[src/rtl/rf_multiport.sv]
// Multi-port general-purpose register file with two prioritised write ports, optional
// write-to-read bypass, hardware-zero register and a per-register pending scoreboard.
module rf_multiport #(
    parameter int unsigned DATA_W   = 32,
    parameter int unsigned ADDR_W   = 5,
    parameter int unsigned NUM_RD   = 2,
    parameter int unsigned ZERO_REG = 1,
    parameter int unsigned BYPASS   = 1
) (
    input  logic                       clk,
    input  logic                       rst_n,
    input  logic                       we0,
    input  logic [ADDR_W-1:0]          wa0,
    input  logic [DATA_W-1:0]          wd0,
    input  logic                       we1,
    input  logic [ADDR_W-1:0]          wa1,
    input  logic [DATA_W-1:0]          wd1,
    input  logic [NUM_RD*ADDR_W-1:0]   ra,
    output logic [NUM_RD*DATA_W-1:0]   rd,
    output logic [NUM_RD-1:0]          busy,
    input  logic                       iss_valid,
    input  logic [ADDR_W-1:0]          iss_addr,
    input  logic [ADDR_W-1:0]          dbg_addr,
    output logic [DATA_W-1:0]          dbg_data
);

    localparam int unsigned DEPTH = 1 << ADDR_W;

    logic [DATA_W-1:0] mem_q [DEPTH];
    logic [DATA_W-1:0] mem_d [DEPTH];
    logic [DEPTH-1:0]  pend_q;
    logic [DEPTH-1:0]  pend_d;

    logic w0_en;
    logic w1_en;

    assign w0_en = we0 && !((ZERO_REG != 0) && (wa0 == '0));
    assign w1_en = we1 && !((ZERO_REG != 0) && (wa1 == '0));

    // Port 1 is applied last so it wins an address collision.
    always_comb begin
        for (int i = 0; i < DEPTH; i++) begin
            mem_d[i] = mem_q[i];
        end
        if (w0_en) begin
            mem_d[wa0] = wd0;
        end
        if (w1_en) begin
            mem_d[wa1] = wd1;
        end
    end

    // Set is applied after clear: a newly issued producer outranks a completing one.
    always_comb begin
        pend_d = pend_q;
        if (w0_en) begin
            pend_d[wa0] = 1'b0;
        end
        if (w1_en) begin
            pend_d[wa1] = 1'b0;
        end
        if (iss_valid) begin
            pend_d[iss_addr] = 1'b1;
        end
        if (ZERO_REG != 0) begin
            pend_d[0] = 1'b0;
        end
    end

    always_ff @(posedge clk or negedge rst_n) begin
        if (!rst_n) begin
            for (int i = 0; i < DEPTH; i++) begin
                mem_q[i] <= '0;
            end
            pend_q <= '0;
        end else begin
            for (int i = 0; i < DEPTH; i++) begin
                mem_q[i] <= mem_d[i];
            end
            pend_q <= pend_d;
        end
    end

    for (genvar g = 0; g < NUM_RD; g++) begin : g_rd
        logic [ADDR_W-1:0] addr;
        logic [DATA_W-1:0] data;
        logic              bsy;

        assign addr = ra[g*ADDR_W +: ADDR_W];

        always_comb begin
            data = mem_q[addr];
            bsy  = pend_q[addr];
            if (BYPASS != 0) begin
                if (we0 && (wa0 == addr)) begin
                    data = wd0;
                    bsy  = 1'b0;
                end
                if (we1 && (wa1 == addr)) begin
                    data = wd1;
                    bsy  = 1'b0;
                end
            end
            if ((ZERO_REG != 0) && (addr == '0)) begin
                data = '0;
                bsy  = 1'b0;
            end
            if (!rst_n) begin
                data = '0;
                bsy  = 1'b0;
            end
        end

        assign rd[g*DATA_W +: DATA_W] = data;
        assign busy[g]                = bsy;
    end

    assign dbg_data = rst_n ? mem_q[dbg_addr] : '0;

endmodule

[config.mk]
export PLATFORM = sky130hd
export DESIGN_NAME = rf_multiport
export DESIGN_NICKNAME = d
export VERILOG_FILES = /design/src/rtl/rf_multiport.sv
export SDC_FILE = /design/constraint.sdc
export NUM_CORES = 2
export LEC_CHECK = 0
export BUFFER_PORTS_ARGS = -buffer_cell sky130_fd_sc_hd__buf_4
export CORE_UTILIZATION = 45
export CTS_CLUSTER_DIAMETER = 100
export DETAILED_ROUTE_END_ITERATION = 8
export SYNTH_ARGS = -nofsm -noshare
export SYNTH_HDL_FRONTEND = slang
export SYNTH_SLANG_ARGS = --single-unit
[constraint.sdc]
create_clock -name clk -period 2.2 [get_ports clk]
set_input_delay 0.22 -clock clk [delete_from_list [all_inputs] [get_ports clk]]
set_output_delay 0.22 -clock clk [all_outputs]
set_load 0.005 [all_outputs]
==> summary.txt <==
==========================================================================================
Category of the worst setup path launch point ...............................         flop
Synth top cells by count .................................................... sky130_fd_sc_hd__mux2i_1 (1,074), sky130_fd_sc_hd__dfrtp_1 (1,055), sky130_fd_sc_hd__mux4_2 (826)
Die Ht ......................................................................       411 um
Number of slew-limit violations in the final report .........................            0
Global-route wire length before repair ......................................   498,000 um
Antenna viol nets, final ....................................................            0
Critical Path RT ............................................................      1.98 ns
Average via count per standard cell .........................................         7.01
Synthesized-area fraction occupied by xor and xnor cells ....................      0.00233
Buf/Inv on CP ...............................................................            2
Fraction of layout instances using a drive strength above 1 .................        0.344
Switching part of the total .................................................        0.329
Placer Congestion ...........................................................         1.00
Fin crit period .............................................................      3.12 ns
Yosys warnings ..............................................................            0
DRT Pass-1 Iters ............................................................            9
Final Setup Violations ......................................................           98
Proportion of power drawn by combinational gates ............................        0.328
Clock latency reported for the late side of the worst-skew pair .............      0.80 ns
Top cell family by delay on the critical path ............................... multiplexers
Number of maximum-capacitance violations ....................................            0
Finished Layout Cells .......................................................        9,685
Number of flops mapped to enable cells by yosys .............................            0
Worst ir drop on vdd ........................................................     0.843 mV
Top area cells in the synthesized netlist ................................... sky130_fd_sc_hd__dfrtp_1 (35%), sky130_fd_sc_hd__mux4_2 (25%), sky130_fd_sc_hd__mux2i_1 (14%)
Post-synthesis async set-or-reset flop share ................................         1.00
Maximum number of pins on one net before global-route repair ................          142
Period utilization ..........................................................         1.42
Synth-to-layout area growth .................................................        24.9%
Area share of the largest cell type after synthesis .........................        0.351
Remaining global-route overflow .............................................            0
Dpl hpwl ....................................................................   229,000 um
CTS root buf ................................................................ sky130_fd_sc_hd__clkbuf_16
DRT iter0 DRCs ..............................................................        9,862
Antenna violations before repair ............................................           19
Finished Cell Area .......................................................... 93,900 sq um
Run status .................................................................. complete, but fails checks
Final WS setup ..............................................................    -0.917 ns
Number of DRC violations after detailed routing .............................           22
Setup TNS ...................................................................    -66.41 ns
Worst Max-Slew Pin Slew .....................................................     0.858 ns
Met1 layer usage reported by global route ...................................        0.521
Number of cells in the design after placement ...............................        9,260
Kind of capture point of the worst setup path ............................... primary output
Post-synthesis share of cell area spent on and, or, nand and nor gates ......       0.0792
Floorplan die area .......................................................... 169,000 sq um
Fmax ........................................................................      321 MHz
Share of synthesized cell area in full adder, half adder and majority cells .            0
Number of instances in the synthesized netlist ..............................        6,874
Post-DR wirelength/cell .....................................................      36.4 um
Most numerous cell in the Yosys netlist ..................................... sky130_fd_sc_hd__mux2i_1
Setup repair after global routing missed its margin .........................         true
CTS H-Tree Depth ............................................................            4
Cell row count ..............................................................          149
Total number of vias ........................................................        67.9k
Post-synthesis area per instance ............................................   10.9 sq um
Max-slew headroom at the worst pin ..........................................        0.428
Post-Place Cell Area ........................................................ 86,000 sq um
Top Usage Layer GRT .........................................................         met2
Compound-Gate Fraction of Synth Area ........................................        0.117
Synthesized netlist net count ...............................................        6,973
Highest fanout seen on the critical path ....................................            2
Seq pwr share ...............................................................        0.379
Floorplan core area ......................................................... 165,000 sq um
Ys flop type ................................................................ sky130_fd_sc_hd__dfrtp_1
Clk pin slew, worst setup/hold paths ........................................      0.06 ns
Share of synthesized area spent on multiplexers .............................        0.395
Starting density of the core ................................................        0.454
Worst setup path category ................................................... flop to primary output
Part of the total power dissipated in the clock network .....................        0.292
Sequential fraction of the synthesis area ...................................        0.351
Dominant cell type by area after synthesis .................................. sky130_fd_sc_hd__dfrtp_1
Maximum buffer depth of the clock tree ......................................            3
Cell type of the slowest stage on the worst timing path ..................... sky130_fd_sc_hd__o211ai_1
Final Hold Viols ............................................................            0
Chip Width ..................................................................       411 um
Post-Synthesis Cell Area .................................................... 75,100 sq um
Net count of the finished layout ............................................        7,484
Largest incremental delay on the critical path ..............................      0.48 ns
HP Class .................................................................... input port to flop
Global routing usage on met2 ................................................        0.588
Total chip power ............................................................    78,400 uW
Number of sinks handled by clock tree synthesis .............................        1,055
Violated checks ............................................................. design-rule violations, negative setup slack
IO Count ....................................................................          197
Total clock buffers created by CTS ..........................................          132
Worst setup skew after layout ...............................................         0 ns
Via count of the first global-routing pass ..................................        66.1k
Met3 Use GR .................................................................        0.156
Total wire length after detailed routing ....................................   352,000 um
Yosys reg bits ..............................................................        1,055
Buffers on Ports ............................................................          196
Clock tree from TritonCTS ...................................................         done
Number of library cell types mapped by synthesis ............................           64
Crit path DAT ...............................................................      2.90 ns
PwrDens .....................................................................  835 nW/um^2
Dominant combinational cell family by area after synthesis .................. multiplexers
P_sw ........................................................................    25,800 uW
Cells traversed along the worst timing path ................................. buf_6 -> mux4_2 -> mux2_4 -> o211ai_1 -> a31oi_2 -> buf_4
Total internal power ........................................................    52,600 uW
Static leakage power ........................................................    0.0380 uW
Total track usage ...........................................................        0.414
==========================================================================================
## tightest hold or removal path: cells and delay by family
kind,cells,cell delay [ns]
buf+inv,2,0.40
simple gates,1,0.11
compound gates,1,0.08
## per-stage QoR
stage / hold WS, ns / setup WS, ns / util
floorplan: -0.0756 / 0.0616 / -
CTS: 0.00601 / -0.845 / 0.564
detailed placement: 0.315 / -0.602 / 0.520
global placement: 0.317 / -0.615 / 0.520
finish: 0.0519 / -0.917 / 0.568
global route: 0.0527 / -0.947 / 0.568
## worst paths after layout
path | to | start | slack (ns) | cells after the start
setup / recovery | rd[23] | mem_q[503] | -0.92 | 6
hold / removal | mem_q[525] | wd0[13] | 0.05 | 4
setup reg to reg | mem_q[666] | mem_q[666] | 0.64 | 5
hold reg to reg | mem_q[1017] | mem_q[1017] | 0.42 | 0
max in group asynchronous | mem_q[107] | rst_n | 0.14 | 6
min in group asynchronous | mem_q[415] | rst_n | 0.12 | 3
## registers in the layout, summed over array words and instances (netlist names)
register and cells:
mem_q 1024, pend_q 31
## repair_timing
item	CTS	global route
hold endpoints to repair	1067	0
setup endpoints to repair	98	431
hold buffers	95	0
pin swaps	160	79
setup buffers	76	28
resized for setup	285	95
gates cloned	0	0
## layout by cell type, fill, tap and decap left out, drive strengths merged, types with 12 or more instances in the layout
cell and n:
a221oi 44, nor2 510, o21ai 659, o211ai 33, a22o 19, nand2 800, a211o 14, a22oi 88
nor2b 50, mux2i 1074, mux2 32, diode 12, a32oi 107, clkinv 19, a31oi 66, inv 15
clkbuf 195, a21oi 436, dlygate4sd3 92, buf 1185, mux4 826, nor3 12, dfrtp 1055
## power by group through the flow
stage | logic (uW) | clock network [uW] | registers [uW]
after global routing | 27200 | 23700 | 30300
final | 25800 | 22900 | 29700
after global placement | 22400 | 0 | 29500
after CTS | 24700 | 23100 | 29500
after floorplan | 15700 | 0 | 27800
after detailed placement | 23000 | 0 | 29800
## final cells by class
| class | instances | area, sq um |
|---|---|---|
| clock inverters | 39 | 553 |
| well taps | 2189 | 2740 |
| inverters | 9 | 33.8 |
| diodes | 12 | 30.0 |
| clock buffers | 194 | 3890 |
| repair buffers | 1278 | 13700 |
| flip-flops and latches | 1055 | 26400 |
| fillers | 13400 | 71500 |
| multi-input cells | 4909 | 46600 |
## cell families after synthesis
| family | after synthesis |
|---|---|
| buf+inv | 910 |
| flops | 1055 |
| compound gates | 1510 |
| mux | 1932 |
| simple gates | 1447 |
| xor+xnor | 20 |
## per-layer routing
metal | up-vias | routed length, um
met2 | 5578 | 149000
met5 | - | 99
met4 | 14 | 29600
li1 | 26900 | -
met1 | 33900 | 123000
met3 | 1523 | 51000
No activity file was read; power rests on OpenSTA's default activity.
